$ cat src/rtl/tetromino_renderer_if.sv
// Piece-update handshake between game logic (master) and the renderer (slave).
// Carries shape, rotation, cell-unit origin and colour alongside valid/ready.
interface tetromino_renderer_if #(
    parameter int X_W       = 8,
    parameter int Y_W       = 7,
    parameter int CELL_LOG2 = 2,
    parameter int COLOR_W   = 24
) ();
    logic                       upd_valid;
    logic                       upd_ready;
    logic [2:0]                 upd_type;
    logic [1:0]                 upd_rot;
    logic [X_W-CELL_LOG2-1:0]   upd_col;
    logic [Y_W-CELL_LOG2-1:0]   upd_row;
    logic [COLOR_W-1:0]         upd_color;

    modport master (
        output upd_valid, upd_type, upd_rot, upd_col, upd_row, upd_color,
        input  upd_ready
    );

    modport slave (
        input  upd_valid, upd_type, upd_rot, upd_col, upd_row, upd_color,
        output upd_ready
    );
endinterface

$ cat src/rtl/tetromino_renderer.sv
// Raster renderer painting one rotatable tetromino over a background; piece
// updates are double-buffered and swapped at frame end. Optional macro: TETRO_BORDER_EN.
module tetromino_renderer #(
    parameter int H_RES     = 160,
    parameter int V_RES     = 120,
    parameter int X_W       = 8,
    parameter int Y_W       = 7,
    parameter int CELL_LOG2 = 2,
    parameter int COLOR_W   = 24,
    parameter logic [COLOR_W-1:0] BG_COLOR     = COLOR_W'(24'h000000),
    parameter logic [COLOR_W-1:0] BORDER_COLOR = COLOR_W'(24'hFFFFFF)
) (
    input  logic                  CLOCK_50,
    input  logic                  reset,
    tetromino_renderer_if.slave   upd,
    output logic [X_W-1:0]        VGA_X,
    output logic [Y_W-1:0]        VGA_Y,
    output logic [COLOR_W-1:0]    VGA_COLOR,
    output logic                  plot,
    output logic                  frame_done
);
    localparam int GX_W = X_W - CELL_LOG2;
    localparam int GY_W = Y_W - CELL_LOG2;
    localparam logic [X_W-1:0] X_LAST = X_W'(H_RES - 1);
    localparam logic [Y_W-1:0] Y_LAST = Y_W'(V_RES - 1);
`ifdef TETRO_BORDER_EN
    localparam bit BORDER_EN = 1'b1;
`else
    localparam bit BORDER_EN = 1'b0;
`endif

    // Occupancy of the 4x4 bounding box, bit index = y*4 + x.
    function automatic logic [15:0] piece_mask(input logic [2:0] t, input logic [1:0] r);
        logic [15:0] cells;
        logic [1:0]  n1;
        logic [1:0]  x;
        logic [1:0]  y;
        logic [1:0]  tmp;
        logic [15:0] m;
        n1    = 2'd2;
        cells = 16'h0000;
        case (t)
            3'd0: begin cells = 16'h4567; n1 = 2'd3; end
            3'd1: begin cells = 16'h0145; n1 = 2'd1; end
            3'd2: cells = 16'h1456;
            3'd3: cells = 16'h1245;
            3'd4: cells = 16'h0156;
            3'd5: cells = 16'h0456;
            3'd6: cells = 16'h2456;
            default: cells = 16'h0000;
        endcase
        m = '0;
        for (int i = 0; i < 4; i++) begin
            x = cells[4*i +: 2];
            y = cells[4*i+2 +: 2];
            for (int k = 0; k < 3; k++) begin
                if (k < int'(r)) begin
                    tmp = n1 - y;
                    y   = x;
                    x   = tmp;
                end
            end
            if (t != 3'd7) m[{y, x}] = 1'b1;
        end
        return m;
    endfunction

    logic [X_W-1:0]     sx_reg;
    logic [Y_W-1:0]     sy_reg;
    logic               pend_full_reg;
    logic [15:0]        pend_mask_reg;
    logic [GX_W-1:0]    pend_col_reg;
    logic [GY_W-1:0]    pend_row_reg;
    logic [COLOR_W-1:0] pend_color_reg;
    logic [15:0]        act_mask_reg;
    logic [GX_W-1:0]    act_col_reg;
    logic [GY_W-1:0]    act_row_reg;
    logic [COLOR_W-1:0] act_color_reg;

    logic               last_pixel;
    logic               accept;
    logic [15:0]        upd_mask;
    logic [GX_W-1:0]    dx;
    logic [GY_W-1:0]    dy;
    logic               in_box;
    logic [15:0]        cell_hit;
    logic               hit;
    logic               on_edge;
    logic [COLOR_W-1:0] pix_color;

    assign last_pixel    = (sx_reg == X_LAST) && (sy_reg == Y_LAST);
    assign upd.upd_ready = !pend_full_reg;
    assign accept        = upd.upd_valid && !pend_full_reg;
    assign upd_mask      = piece_mask(upd.upd_type, upd.upd_rot);

    // Negative offsets underflow to large values and fall outside the box.
    assign dx     = sx_reg[X_W-1:CELL_LOG2] - act_col_reg;
    assign dy     = sy_reg[Y_W-1:CELL_LOG2] - act_row_reg;
    assign in_box = (dx[GX_W-1:2] == '0) && (dy[GY_W-1:2] == '0);

    genvar gi;
    generate
        for (gi = 0; gi < 16; gi++) begin : g_cell
            assign cell_hit[gi] = act_mask_reg[gi]
                                && (dx[1:0] == 2'(gi % 4))
                                && (dy[1:0] == 2'(gi / 4));
        end
    endgenerate

    assign hit     = in_box && (|cell_hit);
    assign on_edge = (sx_reg[CELL_LOG2-1:0] == '0) || (&sx_reg[CELL_LOG2-1:0])
                  || (sy_reg[CELL_LOG2-1:0] == '0) || (&sy_reg[CELL_LOG2-1:0]);

    always_comb begin
        pix_color = BG_COLOR;
        if (hit) pix_color = (BORDER_EN && on_edge) ? BORDER_COLOR : act_color_reg;
    end

    always_ff @(posedge CLOCK_50) begin
        if (reset) begin
            sx_reg         <= '0;
            sy_reg         <= '0;
            pend_full_reg  <= 1'b0;
            pend_mask_reg  <= '0;
            pend_col_reg   <= '0;
            pend_row_reg   <= '0;
            pend_color_reg <= BG_COLOR;
            act_mask_reg   <= '0;
            act_col_reg    <= '0;
            act_row_reg    <= '0;
            act_color_reg  <= BG_COLOR;
            VGA_X          <= '0;
            VGA_Y          <= '0;
            VGA_COLOR      <= '0;
            plot           <= 1'b0;
            frame_done     <= 1'b0;
        end else begin
            if (sx_reg == X_LAST) begin
                sx_reg <= '0;
                sy_reg <= (sy_reg == Y_LAST) ? '0 : sy_reg + 1'b1;
            end else begin
                sx_reg <= sx_reg + 1'b1;
            end
            // Swap only as the last pixel issues, so the next frame starts clean.
            if (last_pixel && pend_full_reg) begin
                act_mask_reg  <= pend_mask_reg;
                act_col_reg   <= pend_col_reg;
                act_row_reg   <= pend_row_reg;
                act_color_reg <= pend_color_reg;
                pend_full_reg <= 1'b0;
            end
            if (accept) begin
                pend_mask_reg  <= upd_mask;
                pend_col_reg   <= upd.upd_col;
                pend_row_reg   <= upd.upd_row;
                pend_color_reg <= upd.upd_color;
                pend_full_reg  <= 1'b1;
            end
            VGA_X      <= sx_reg;
            VGA_Y      <= sy_reg;
            VGA_COLOR  <= pix_color;
            plot       <= 1'b1;
            frame_done <= last_pixel;
        end
    end
endmodule
$ cat src/flat_wrapper.sv
// flat-port wrapper written by rule: the top's interface ports become plain ports
module tetromino_renderer_flat 
#(
    parameter int H_RES     = 160,
    parameter int V_RES     = 120,
    parameter int X_W       = 8,
    parameter int Y_W       = 7,
    parameter int CELL_LOG2 = 2,
    parameter int COLOR_W   = 24,
    parameter logic [COLOR_W-1:0] BG_COLOR     = COLOR_W'(24'h000000),
    parameter logic [COLOR_W-1:0] BORDER_COLOR = COLOR_W'(24'hFFFFFF)
)
  (CLOCK_50, reset, VGA_X, VGA_Y, VGA_COLOR, plot, frame_done, upd_upd_valid, upd_upd_type, upd_upd_rot, upd_upd_col, upd_upd_row, upd_upd_color, upd_upd_ready);
  tetromino_renderer_if #(.X_W(X_W), .Y_W(Y_W), .CELL_LOG2(CELL_LOG2), .COLOR_W(COLOR_W)) upd_i ();
  input  logic CLOCK_50;
  input  logic reset;
  output logic [X_W-1:0] VGA_X;
  output logic [Y_W-1:0] VGA_Y;
  output logic [COLOR_W-1:0] VGA_COLOR;
  output logic plot;
  output logic frame_done;
  input wire logic [$bits(upd_i.upd_valid)-1:0] upd_upd_valid;
  input wire logic [$bits(upd_i.upd_type)-1:0] upd_upd_type;
  input wire logic [$bits(upd_i.upd_rot)-1:0] upd_upd_rot;
  input wire logic [$bits(upd_i.upd_col)-1:0] upd_upd_col;
  input wire logic [$bits(upd_i.upd_row)-1:0] upd_upd_row;
  input wire logic [$bits(upd_i.upd_color)-1:0] upd_upd_color;
  output wire logic [$bits(upd_i.upd_ready)-1:0] upd_upd_ready;
  assign upd_i.upd_valid = upd_upd_valid;
  assign upd_i.upd_type = upd_upd_type;
  assign upd_i.upd_rot = upd_upd_rot;
  assign upd_i.upd_col = upd_upd_col;
  assign upd_i.upd_row = upd_upd_row;
  assign upd_i.upd_color = upd_upd_color;
  assign upd_upd_ready = upd_i.upd_ready;
  tetromino_renderer #(.H_RES(H_RES), .V_RES(V_RES), .X_W(X_W), .Y_W(Y_W), .CELL_LOG2(CELL_LOG2), .COLOR_W(COLOR_W), .BG_COLOR(BG_COLOR), .BORDER_COLOR(BORDER_COLOR)) u_core (.CLOCK_50(CLOCK_50), .reset(reset), .upd(upd_i), .VGA_X(VGA_X), .VGA_Y(VGA_Y), .VGA_COLOR(VGA_COLOR), .plot(plot), .frame_done(frame_done));
endmodule
$ cat config.mk
export PLATFORM = sky130hd
export DESIGN_NAME = tetromino_renderer_flat
export DESIGN_NICKNAME = d
export VERILOG_FILES = /design/src/rtl/tetromino_renderer_if.sv /design/src/rtl/tetromino_renderer.sv /design/src/flat_wrapper.sv
export SDC_FILE = /design/constraint.sdc
export NUM_CORES = 1
export LEC_CHECK = 0
export BUFFER_PORTS_ARGS = -buffer_cell sky130_fd_sc_hd__buf_2
export CORE_ASPECT_RATIO = 0.6
export CORE_MARGIN = 2
export CORE_UTILIZATION = 45
export CTS_CLUSTER_SIZE = 40
export DETAILED_ROUTE_END_ITERATION = 8
export GPL_TIMING_DRIVEN = 0
export PLACE_DENSITY = 0.72
export SLEW_MARGIN = 20
export SYNTH_ARGS = -nofsm -noshare
export SYNTH_HDL_FRONTEND = slang
export SYNTH_SLANG_ARGS = --single-unit
$ cat constraint.sdc
create_clock -name CLOCK_50 -period 3.9 [get_ports CLOCK_50]
set_clock_uncertainty 0.05 [all_clocks]
set_input_delay 0.78 -clock CLOCK_50 [delete_from_list [all_inputs] [get_ports CLOCK_50]]
set_output_delay 0.78 -clock CLOCK_50 [all_outputs]
set_load 0.02 [all_outputs]
==> metrics.md <==
| Metric | Value |
|---|---|
| Hold Crit Class | `reg2reg` |
| Top-level port count | `85` |
| Final Critical Period | `roughly 3.8 ns` |
| Via density | `between 5 and 6` |
| Syn-to-layout area delta | `16.9%` |
| First-pass GRT wire length | `between 30,000 and 40,000 um` |
| Finished Layout Cells | `about 1.3k` |
| Number of diodes | `0` |
| Routed len/inst | `17.1 um` |
| Final Cycle Share | `just under 100%` |
| Most frequent cells in the layout | `nand2_1 (212), dfxtp_1 (159), a21oi_1 (115)` |
| Mean Syn Cell Area | `around 8.3 um2` |
| Busiest grt layer | `met1` |
| Post-synthesis adder-cell area fraction | `~3.6%` |
| Clock tree from TritonCTS | `done` |
| Crit Path Class | `in2reg` |
| Fin area | `a little over 9000 um2` |
| Cell Pwr Density | `426 nW/um2` |
| TritonCTS Buffers | `17` |
| GR Util All Layers | `24.1%` |
| Sequential fraction of the synthesis area | `between 40% and 50%` |
| Synth Area in Compound Gates | `around a fifth` |
| CP max FO | `10` |
| CTS Buffer Depth | `2` |
| Detailed-route via count | `a little over 7k` |
| Fin. Hold Viols | `0` |
| Post-DP HPWL | `around 17,000 um` |
| Syn nets | `1,005` |
| Post-DP Area | `around 8500 um2` |
| # nets final | `1,105` |
| Postcts setup bufs | `0` |
| Initial DRT Pass Iterations | `6` |
| XOR/XNOR share of the synthesized area | `between 2 and 2.5%` |
| Final core occ | `between 50 and 60%` |
| Starting Density | `between 40% and 50%` |
| Number of synthesized flops with an enable pin | `0` |
| CTS sink cnt | `159` |
| Core area | `approximately 17,000 um2` |
| Mapped Area | `7780 um2` |
| WL final | `22,000 um` |
| Layout cells sized above 1 | `18.7%` |
| Critical Path Source Type | `primary input` |
| CP arrival | `4.10 ns` |
| CTS Root Cell | `clkbuf_16` |
| Final setup margin | `~0.054 ns` |
| Placed Cells | `about 1.3k` |
| Die Area | `18,400 um2` |
| Max Cap Violations | `0` |
| Dpl ws | `-0.328 ns` |
| Setup repair after global routing missed its margin | `false` |
| Final setup fails | `0` |
| Slew HR | `between 30% and 40%` |
| Multiplexer area fraction after synthesis | `around 2.9%` |
| Initial antenna violation count | `0` |
| H-tree depth | `4` |
| Largest area contributor in the netlist | `dfxtp_1` |
| Least-Margin Pin Slew | `slightly below 1 ns` |
| Met3 Use GR | `roughly 7.2%` |
| CP endpoint kind | `flip-flop` |
| Routability cong. | `approximately 1` |
| Max Slew Vio Count | `0` |
| Remaining DRCs | `0` |
| Worst skew pair latency | `approximately 0.42 ns` |
| Die Y | `around 110 um` |
| Async S/R FF share, synth | `0%` |
| Cells after synthesis | `around 940` |
| Required @ worst endpoint | `roughly 4.2 ns` |
| Antenna-violating nets left | `0` |
| Die Wd | `around 170 um` |
| Core Rows | `37` |
| Commonest non-fill, non-tap cell in the layout | `nand2_1` |
| M2 GR Usage | `a little under a third` |
| Top FF cell, synth | `dfxtp_1` |
| Initial DRC count | `slightly below 900` |
| Status | `completed` |
| Clock Pin Slew Worst Setup and Hold Paths | `about 0.06 ns` |
| Yosys cell types | `slightly above 80` |
| Static leakage | `around 3.5 nW` |
| Synth Register Bits | `159` |
| Pin count of the biggest net entering global routing | `17` |
| Post-synthesis simple-gate area fraction | `~25%` |
| GR Util met1 | `between 30% and 40%` |
| Synth top area share | `between 40% and 50%` |
| Max rail drop VDD | `between 200 and 300 uV` |
| Main combinational cell family by area after synthesis | `simple AND/OR/NAND/NOR gates` |
| Fmax | `approximately 0.26 GHz` |
| I/O Buffers | `around 80` |
| Vias in the first global route | `roughly 6.6k` |
| Yosys Warn Count | `0` |
| Congestion Overflow GR | `0` |
| Pwr Total | `a little under 4 mW` |
| Main area contributors after synthesis | `dfxtp_1 (41%), nand2_1 (10%), a21oi_1 (7.5%)` |
## path summary, 6_finish.rpt
check / start / to / slack (ns) / cells past startpoint
worst max-delay path: upd_upd_rot[0] / u_core.pend_mask_reg[14] / 0.05 / 14
worst max register to register: u_core.sx_reg[2] / u_core.VGA_COLOR[0] / 0.69 / 10
worst min register to register: u_core.act_mask_reg[15] / u_core.act_mask_reg[15] / 0.40 / 2
worst min-delay path: u_core.act_mask_reg[15] / u_core.act_mask_reg[15] / 0.40 / 2
## report_power, final
group	leakage [nW]	internal (mW)	switching (mW)
Sequential	1.29	1.66	0.0238
Clock	0.288	0.967	0.717
Combinational	1.97	0.177	0.323
## through the flow
stage                     hold WS, ns  TNS (ns)
final                           0.397         0
after global routing            0.412         0
after CTS                       0.399         0
after detailed placement        0.391     -2.68
after global placement          0.386     -2.79
after floorplan                 0.373         0
## critical path, cell delays in order
cell and delay, ns:
buf_4 0.15, buf_6 0.15, buf_2 0.20, nor2_2 0.26, nand3_1 0.11, a21oi_1 0.30, ha_1 0.32, clkbuf_2 0.26
mux2i_1 0.30, a211o_1 0.19, o311ai_1 0.29, a32oi_1 0.43, o211ai_1 0.17, a22o_1 0.19
## per-layer routing
layer	vias to the layer above	wire length, um
li1	3473	-
met1	3356	11100
met2	324	8460
met3	16	2270
met4	0	101
met5	-	0
## synthesized netlist by cell type (4+ instances only)
cell type and n:
xnor2_1 9, o21ai_0 22, o22ai_1 7, a32oi_1 5, nand2b_1 15, and3_1 8, nand3_1 22, nor2_1 41
o221ai_1 4, a221oi_1 8, inv_1 20, mux4_1 4, nand2_1 212, o211ai_1 6, a211o_1 4, a21oi_1 116
buf_2 21, buf_1 6, a211oi_1 7, buf_6 7, clkbuf_1 27, xor2_1 12, o21ai_1 6, nor3_1 10
or3_1 5, buf_4 6, a22o_1 7, a22oi_1 10, and2_4 20, ha_1 19, dfxtp_1 159, and2_1 12
nor2b_1 22, nand3b_1 4, mux2i_1 5
## cell families after synthesis
| kind of cell | Yosys count |
|---|---|
| DFF | 159 |
| muxes | 14 |
| and+or+nand+nor | 397 |
| buffers and inverters | 88 |
| xor gates and xnor gates | 21 |
| AOI/OAI and AO/OA | 241 |
| adders and majority gates | 21 |
## layout make-up
| type | count | area, um2 |
|---|---|---|
| plain buffers | 67 | 355 |
| clock buffers | 18 | 429 |
| clock inverters | 14 | 170 |
| fillers | 1594 | 7940 |
| inverters | 21 | 78.8 |
| multi-input cells | 694 | 4180 |
| flip-flops and latches | 159 | 3180 |
| well taps | 234 | 293 |
| repair buffers | 81 | 405 |
## repair_timing
| action | 4_1_cts | 5_1_grt |
|---|---|---|
| resized for setup | 0 | 5 |
| hold buffers | 0 | 0 |
| endpoints found under the setup margin | 0 | 12 |
(Power assumes the default switching activity.)
